==> src/rtl/magphase_phase_diff_pkg.sv <==
// Shared constants and types for the magnitude/phase differentiator.
package magphase_phase_diff_pkg;

    localparam logic [7:0]  PDIFF_CTRL_ADDR    = 8'd194;
    localparam logic [7:0]  PDIFF_SQUELCH_ADDR = 8'd195;

    localparam int          CTRL_RST_ON_EOP    = 0;
    localparam int          CTRL_CLR_CNT       = 1;

    // Most negative Q1.15 value: no magnitude can be below it, so squelch never fires.
    localparam logic [15:0] SQUELCH_DISABLE    = 16'h8000;

    typedef struct packed {
        logic        last;
        logic [15:0] mag;
        logic [15:0] delta;
    } pdiff_beat_t;

    localparam int BEAT_W = $bits(pdiff_beat_t);

    // Modulo-2^16 difference; +pi/-pi crossings wrap to a small delta.
    function automatic logic [15:0] wrap_delta(input logic [15:0] phase, input logic [15:0] prev);
        return phase - prev;
    endfunction

endpackage

==> src/rtl/magphase_phase_diff_pipe_stage.sv <==
// Generic one-deep registered AXI-stream stage; advances whenever empty or drained.
module pdiff_pipe_stage #(
    parameter int WIDTH = 32
) (
    input  logic             clk,
    input  logic             rst,
    input  logic [WIDTH-1:0] in_data_i,
    input  logic             in_valid_i,
    output logic             in_ready_o,
    output logic [WIDTH-1:0] out_data_o,
    output logic             out_valid_o,
    input  logic             out_ready_i
);

    logic             valid_q;
    logic [WIDTH-1:0] data_q;
    logic             enable;

    assign enable     = !valid_q || out_ready_i;
    assign in_ready_o = enable;

    // NOTE: sequential state uses non-blocking assignments so every register
    // samples pre-edge values, independent of process evaluation order.
    always_ff @(posedge clk or posedge rst) begin
        if (rst) begin
            valid_q <= 1'b0;
            data_q  <= '0;
        end else if (enable) begin
            valid_q <= in_valid_i;
            if (in_valid_i) begin
                data_q <= in_data_i;
            end
        end
    end

    assign out_data_o  = data_q;
    assign out_valid_o = valid_q;

endmodule

==> src/rtl/setting_reg.sv <==
// Single settings-bus register: captures data when the strobe hits its address.
module setting_reg #(
    parameter logic [7:0] ADDR     = 8'd0,
    parameter int         WIDTH    = 32,
    parameter logic [WIDTH-1:0] AT_RESET = '0
) (
    input  logic             clk,
    input  logic             rst,
    input  logic             strobe_i,
    input  logic [7:0]       addr_i,
    input  logic [WIDTH-1:0] data_i,
    output logic [WIDTH-1:0] out_o
);

    logic [WIDTH-1:0] out_q;

    always_ff @(posedge clk or posedge rst) begin
        if (rst) begin
            out_q <= AT_RESET;
        end else if (strobe_i && (addr_i == ADDR)) begin
            out_q <= data_i;
        end
    end

    assign out_o = out_q;

endmodule

==> src/rtl/magphase_phase_diff.sv <==
// Phase differentiator on a mag/phase stream with magnitude squelch.
// Delta is computed at acceptance, then carried through two registered stages.
module magphase_phase_diff
    import magphase_phase_diff_pkg::*;
#(
    parameter logic [7:0] SR_PDIFF_CTRL    = PDIFF_CTRL_ADDR,
    parameter logic [7:0] SR_PDIFF_SQUELCH = PDIFF_SQUELCH_ADDR
) (
    input  logic        ce_clk,
    input  logic        ce_rst,
    input  logic        set_stb,
    input  logic [7:0]  set_addr,
    input  logic [31:0] set_data,
    input  logic [31:0] i_tdata,
    input  logic        i_tlast,
    input  logic        i_tvalid,
    output logic        i_tready,
    output logic [31:0] o_tdata,
    output logic        o_tlast,
    output logic        o_tvalid,
    input  logic        o_tready,
    output logic [31:0] squelch_count
);

    logic        ctrl_wr;
    logic        clr_cnt;
    logic        rst_on_eop;
    logic [15:0] squelch_thr;
    logic        unused_set_data;

    // CLR_CNT and the history clear act on the strobe itself; only RST_ON_EOP is held.
    assign ctrl_wr         = set_stb && (set_addr == SR_PDIFF_CTRL);
    assign clr_cnt         = ctrl_wr && set_data[CTRL_CLR_CNT];
    assign unused_set_data = ^set_data[31:16];

    setting_reg #(.ADDR(SR_PDIFF_CTRL), .WIDTH(1), .AT_RESET(1'b0)) u_ctrl_reg (
        .clk      (ce_clk),
        .rst      (ce_rst),
        .strobe_i (set_stb),
        .addr_i   (set_addr),
        .data_i   (set_data[CTRL_RST_ON_EOP]),
        .out_o    (rst_on_eop)
    );

    setting_reg #(.ADDR(SR_PDIFF_SQUELCH), .WIDTH(16), .AT_RESET(SQUELCH_DISABLE)) u_squelch_reg (
        .clk      (ce_clk),
        .rst      (ce_rst),
        .strobe_i (set_stb),
        .addr_i   (set_addr),
        .data_i   (set_data[15:0]),
        .out_o    (squelch_thr)
    );

    logic        accept;
    logic [15:0] in_mag;
    logic [15:0] in_phase;
    logic        squelch;

    logic [15:0] prev_phase_q, prev_phase_d;
    logic        hist_valid_q, hist_valid_d;
    logic [31:0] squelch_count_q, squelch_count_d;

    pdiff_beat_t beat_in, beat_mid, beat_out;
    logic        mid_valid, mid_ready;

    assign accept   = i_tvalid && i_tready;
    assign in_mag   = i_tdata[31:16];
    assign in_phase = i_tdata[15:0];
    assign squelch  = $signed(in_mag) < $signed(squelch_thr);

    always_comb begin
        beat_in.last  = i_tlast;
        beat_in.mag   = in_mag;
        beat_in.delta = (hist_valid_q && !squelch) ? wrap_delta(in_phase, prev_phase_q) : 16'h0000;
    end

    // NOTE: every always_comb output gets a default before any branch, so no
    // path leaves it unassigned and no latch is inferred.
    always_comb begin
        prev_phase_d = prev_phase_q;
        hist_valid_d = hist_valid_q;
        if (accept) begin
            prev_phase_d = in_phase;
            hist_valid_d = !(i_tlast && rst_on_eop);
        end
        // A coincident control write wins, so the following sample starts fresh.
        if (ctrl_wr) begin
            hist_valid_d = 1'b0;
        end
    end

    always_comb begin
        squelch_count_d = squelch_count_q;
        if (clr_cnt) begin
            squelch_count_d = '0;
        end else if (accept && squelch && (squelch_count_q != 32'hFFFF_FFFF)) begin
            squelch_count_d = squelch_count_q + 32'd1;
        end
    end

    always_ff @(posedge ce_clk or posedge ce_rst) begin
        if (ce_rst) begin
            prev_phase_q    <= '0;
            hist_valid_q    <= 1'b0;
            squelch_count_q <= '0;
        end else begin
            prev_phase_q    <= prev_phase_d;
            hist_valid_q    <= hist_valid_d;
            squelch_count_q <= squelch_count_d;
        end
    end

    assign squelch_count = squelch_count_q;

    pdiff_pipe_stage #(.WIDTH(BEAT_W)) u_stage0 (
        .clk         (ce_clk),
        .rst         (ce_rst),
        .in_data_i   (beat_in),
        .in_valid_i  (i_tvalid),
        .in_ready_o  (i_tready),
        .out_data_o  (beat_mid),
        .out_valid_o (mid_valid),
        .out_ready_i (mid_ready)
    );

    pdiff_pipe_stage #(.WIDTH(BEAT_W)) u_stage1 (
        .clk         (ce_clk),
        .rst         (ce_rst),
        .in_data_i   (beat_mid),
        .in_valid_i  (mid_valid),
        .in_ready_o  (mid_ready),
        .out_data_o  (beat_out),
        .out_valid_o (o_tvalid),
        .out_ready_i (o_tready)
    );

    assign o_tdata = {beat_out.mag, beat_out.delta};
    assign o_tlast = beat_out.last;

endmodule

==> config.mk <==
export PLATFORM = sky130hd
export DESIGN_NAME = magphase_phase_diff
export DESIGN_NICKNAME = d
export VERILOG_FILES = /design/src/rtl/magphase_phase_diff_pkg.sv /design/src/rtl/magphase_phase_diff_pipe_stage.sv /design/src/rtl/setting_reg.sv /design/src/rtl/magphase_phase_diff.sv
export SDC_FILE = /design/constraint.sdc
export NUM_CORES = 1
export LEC_CHECK = 0
export BUFFER_PORTS_ARGS = -buffer_cell sky130_fd_sc_hd__buf_2
export CAP_MARGIN = 20
export CELL_PAD_IN_SITES_DETAIL_PLACEMENT = 0
export CELL_PAD_IN_SITES_GLOBAL_PLACEMENT = 1
export CORE_UTILIZATION = 25
export DETAILED_ROUTE_END_ITERATION = 7
export PLACE_DENSITY = 0.53
export REMOVE_ABC_BUFFERS = 1
export SLEW_MARGIN = 15
export SYNTH_ARGS = -nofsm -noshare
export SYNTH_HDL_FRONTEND = slang
export SYNTH_SLANG_ARGS = --single-unit
==> constraint.sdc <==
create_clock -name ce_clk -period 3.64 [get_ports ce_clk]
set_input_delay 0.182 -clock ce_clk [delete_from_list [all_inputs] [get_ports ce_clk]]
set_output_delay 0.182 -clock ce_clk [all_outputs]
set_load 0.005 [all_outputs]
==> flow_metrics.env <==
export IMPL_row_count=59
export IMPL_hold_depth=3
export IMPL_setup_worst_path_start_class="flop"
export IMPL_worst_pin_slew_ps=949.4
export IMPL_hold_path_class="input pin to flop"
export IMPL_max_stage_delay_ps=530
export IMPL_yosysMostFrequentCell="dfrtp_1"
export IMPL_worst_clock_skew_ps=15.62
export IMPL_drc=17
export IMPL_power_uw=4784
export IMPL_drive_above_1_share=0.2850
export IMPL_synth_seq_area_share=0.5012
export IMPL_die_y_um=165.6
export IMPL_min_period_over_period=0.8441
export IMPL_clk_pin_slew_ps=70
export IMPL_antenna_found_initial=0
export IMPL_yosysWarningCount=0
export IMPL_rsz0062_at_grt="false"
export IMPL_drv_cap=0
export IMPL_yosys_area_top_type="dfrtp_1"
export IMPL_synthArstFlopShare=1.000
export IMPL_min_period_ps=3072
export IMPL_syn_cell_area_mm2=0.006693
export IMPL_synth_top_area_frac=0.4973
export IMPL_cts_buffer_depth=2
export IMPL_grt_pass1_vias=5480
export IMPL_worstRegToRegCells=10
export IMPL_preCtsSetupSlack_ps=551.9
export IMPL_peakVddDrop_v=0.0002318
export IMPL_nets=918
export IMPL_crit_required_ps=3980
export IMPL_diodes=0
export IMPL_place_gp_congestion=0.7609
export IMPL_top_level_ports=145
export IMPL_setup_violations=0
export IMPL_slew_headroom=0.3648
export IMPL_synth_seq_cells=134
export IMPL_power_leakage_uw=0.004073
export IMPL_nFillCells=2783
export IMPL_yosys_top_cells_count="dfrtp_1 (133), nand2_1 (99), mux2_2 (50)"
export IMPL_synth_cell_type_count=59
export IMPL_drt_wirelength_per_cell_um=15.53
export IMPL_start_util=0.2561
export IMPL_grt_total_usage=0.1356
export IMPL_grt_pass1_wl_um=29190
export IMPL_tritoncts="done"
export IMPL_setup_tns_ps=0
export IMPL_crit_path_end_kind="flop"
export IMPL_critPathSlowestCell="dfstp_2"
export IMPL_io_buffer_count=128
export IMPL_fin_ws_ps=567.6
export IMPL_die_x_um=165.6
export IMPL_hold_viol=0
export IMPL_cts_max_level=4
export IMPL_synth_area_leaders="dfrtp_1 (50%), mux2_2 (8.4%), ha_1 (5.8%), nand2_1 (5.6%), a21oi_1 (2.8%)"
export IMPL_cp_depth=10
export IMPL_critPathMaxFanout=12
export IMPL_core_area_mm2=0.02613
export IMPL_synth_top_flop_cell="dfrtp_1"
export IMPL_clk_latency_ps=420
export IMPL_crit_type="flop to flop"
export IMPL_outcome="finished with violations"
export IMPL_cts_root_buf="clkbuf_16"
export IMPL_cts_resized=0
export IMPL_syn_inst=635
export IMPL_vias=5258
export IMPL_violations="DRC"
export IMPL_ant_nets=0
export IMPL_grt_max_degree=80
export IMPL_drt_iter0_markers=219
export IMPL_synth_edff_count=0
export IMPL_worst_path_dominant_cell_family="simple AND/OR/NAND/NOR gates"
export IMPL_area_growth_pct=30.90
export IMPL_arrival_ps=3410
export IMPL_cts_setup_buffers=0
export IMPL_drv_slew=0
export IMPL_cts_sinks=134
export IMPL_avgViaCountPerCell=4.548
export IMPL_crit_buf_inv=2
export IMPL_cts_buffers=17
export IMPL_hpwl_um=12290
export IMPL_grt_overflow_total=0
export IMPL_wl_um=17950
export IMPL_worstPathCellList="inv_1 > ha_1 > and4_1 > a21oi_1 > and4_1 > a31oi_1 > or3_1 > buf_4 > or4_1 > a21oi_1"
export IMPL_die_area_mm2=0.02743
export IMPL_syn_area_per_cell_um2=10.54
export IMPL_fmax_ghz=0.3255
export IMPL_pwr_density_cell_mw_per_mm2=546.1
export IMPL_firstDrtPassIters=6
stage by stage:
stage / instance area [um2] / instances / util / hold slack [ps]
5_1_grt: 8761 / 1156 / 0.3352 / 5.553
6_report: 8761 / 1156 / 0.3352 / 10.63
3_3_place_gp: 7707 / 1082 / 0.2949 / 399.4
2_1_floorplan: 6566 / 611 / - / 287.4
4_1_cts: 8761 / 1156 / 0.3352 / 0.8666
3_5_place_dp: 7707 / 1082 / 0.2949 / 404.1
power by group:
| group | leakage [uW] | internal (uW) | switching, uW |
|---|---|---|---|
| clock | 0.000297 | 1190 | 691 |
| combinational | 0.00209 | 486 | 497 |
| sequential | 0.00169 | 1750 | 167 |
cells by family after synthesis:
| logic type | share of synthesized area |
|---|---|
| flip-flops | 0.5012 |
| AND/OR/NAND/NOR | 0.1686 |
| buffers and inverters | 0.04356 |
| XOR/XNOR | 0.02879 |
| adder cells (fa/ha/maj) | 0.06095 |
| multiplexers | 0.08712 |
| AO/OA/AOI/OAI | 0.1097 |
sequential cells by signal (all words and copies together), names as in the netlist:
name / flops
u_stage0.out_data_o: 33
u_ctrl_reg.out_o: 1
u_stage1.out_data_o: 33
squelch_count: 32
u_stage0.out_valid_o: 1
u_stage1.out_valid_o: 1
u_squelch_reg.out_o: 16
hist_valid_q: 1
prev_phase_q: 16
layout by cell type (no fill, tap or decap), types with 4 or more instances in the layout:
cell type,n
dfrtp_1,133
buf_2,128
nand2_1,98
mux2_2,50
inv_1,43
dlygate4sd3_1,42
a21oi_1,37
ha_1,31
o21ai_0,20
nor2_1,17
xnor2_1,17
clkbuf_16,17
a22o_1,16
or3_1,14
nand3_1,13
nand4_1,8
o21ai_1,8
or4_1,8
and3_1,7
nor3_1,7
o31ai_1,7
buf_4,7
a21o_1,6
a31oi_1,5
xor2_1,5
and4_1,4
o211ai_1,4
and2_1,4
nand2b_1,4
bufinv_16,4
final timing paths:
path | start | slack (ps) | end
setup reg to reg | u_squelch_reg.out_o[15] | 570 | squelch_count[19]
min in group asynchronous | ce_rst | 470 | u_stage1.out_data_o[1]
max in group asynchronous | ce_rst | 2400 | u_stage0.out_data_o[10]
hold / removal | i_tdata[10] | 10 | prev_phase_q[10]
hold reg to reg | u_ctrl_reg.out_o | 460 | hist_valid_q
setup / recovery | u_squelch_reg.out_o[15] | 570 | squelch_count[19]
worst min-delay path: cells and delay by family:
family	cells	cell delay, ps
buffers and inverters	1	90
AND/OR/NAND/NOR	1	40
AO/OA/AOI/OAI	1	70
metal layers:
metal	wire (um)	vias up	GRT usage
met2	8295	115	0.2192
met3	1034	21	0.04038
met5	0	-	0
met1	8417	2544	0.1745
li1	-	2578	-
met4	206	0	0.04023
timing repair:
item / 4_1_cts / 5_1_grt
setup endpoints to repair: 0 / 0
endpoints found under the hold margin: 119 / 0
hold buffers: 42 / 0
final cells by class:
cell class	count	area, um2	share of cell area
clock inverter	10	168.9	0.01928
multi-input combinational	433	3050	0.3482
inverter	44	170.2	0.01942
tap	335	419.2	0.04784
clock buffer	22	464.2	0.05298
timing repair buffer	178	1134	0.1294
sequential	134	3354	0.3829
No activity file was read; power rests on OpenSTA's default activity.
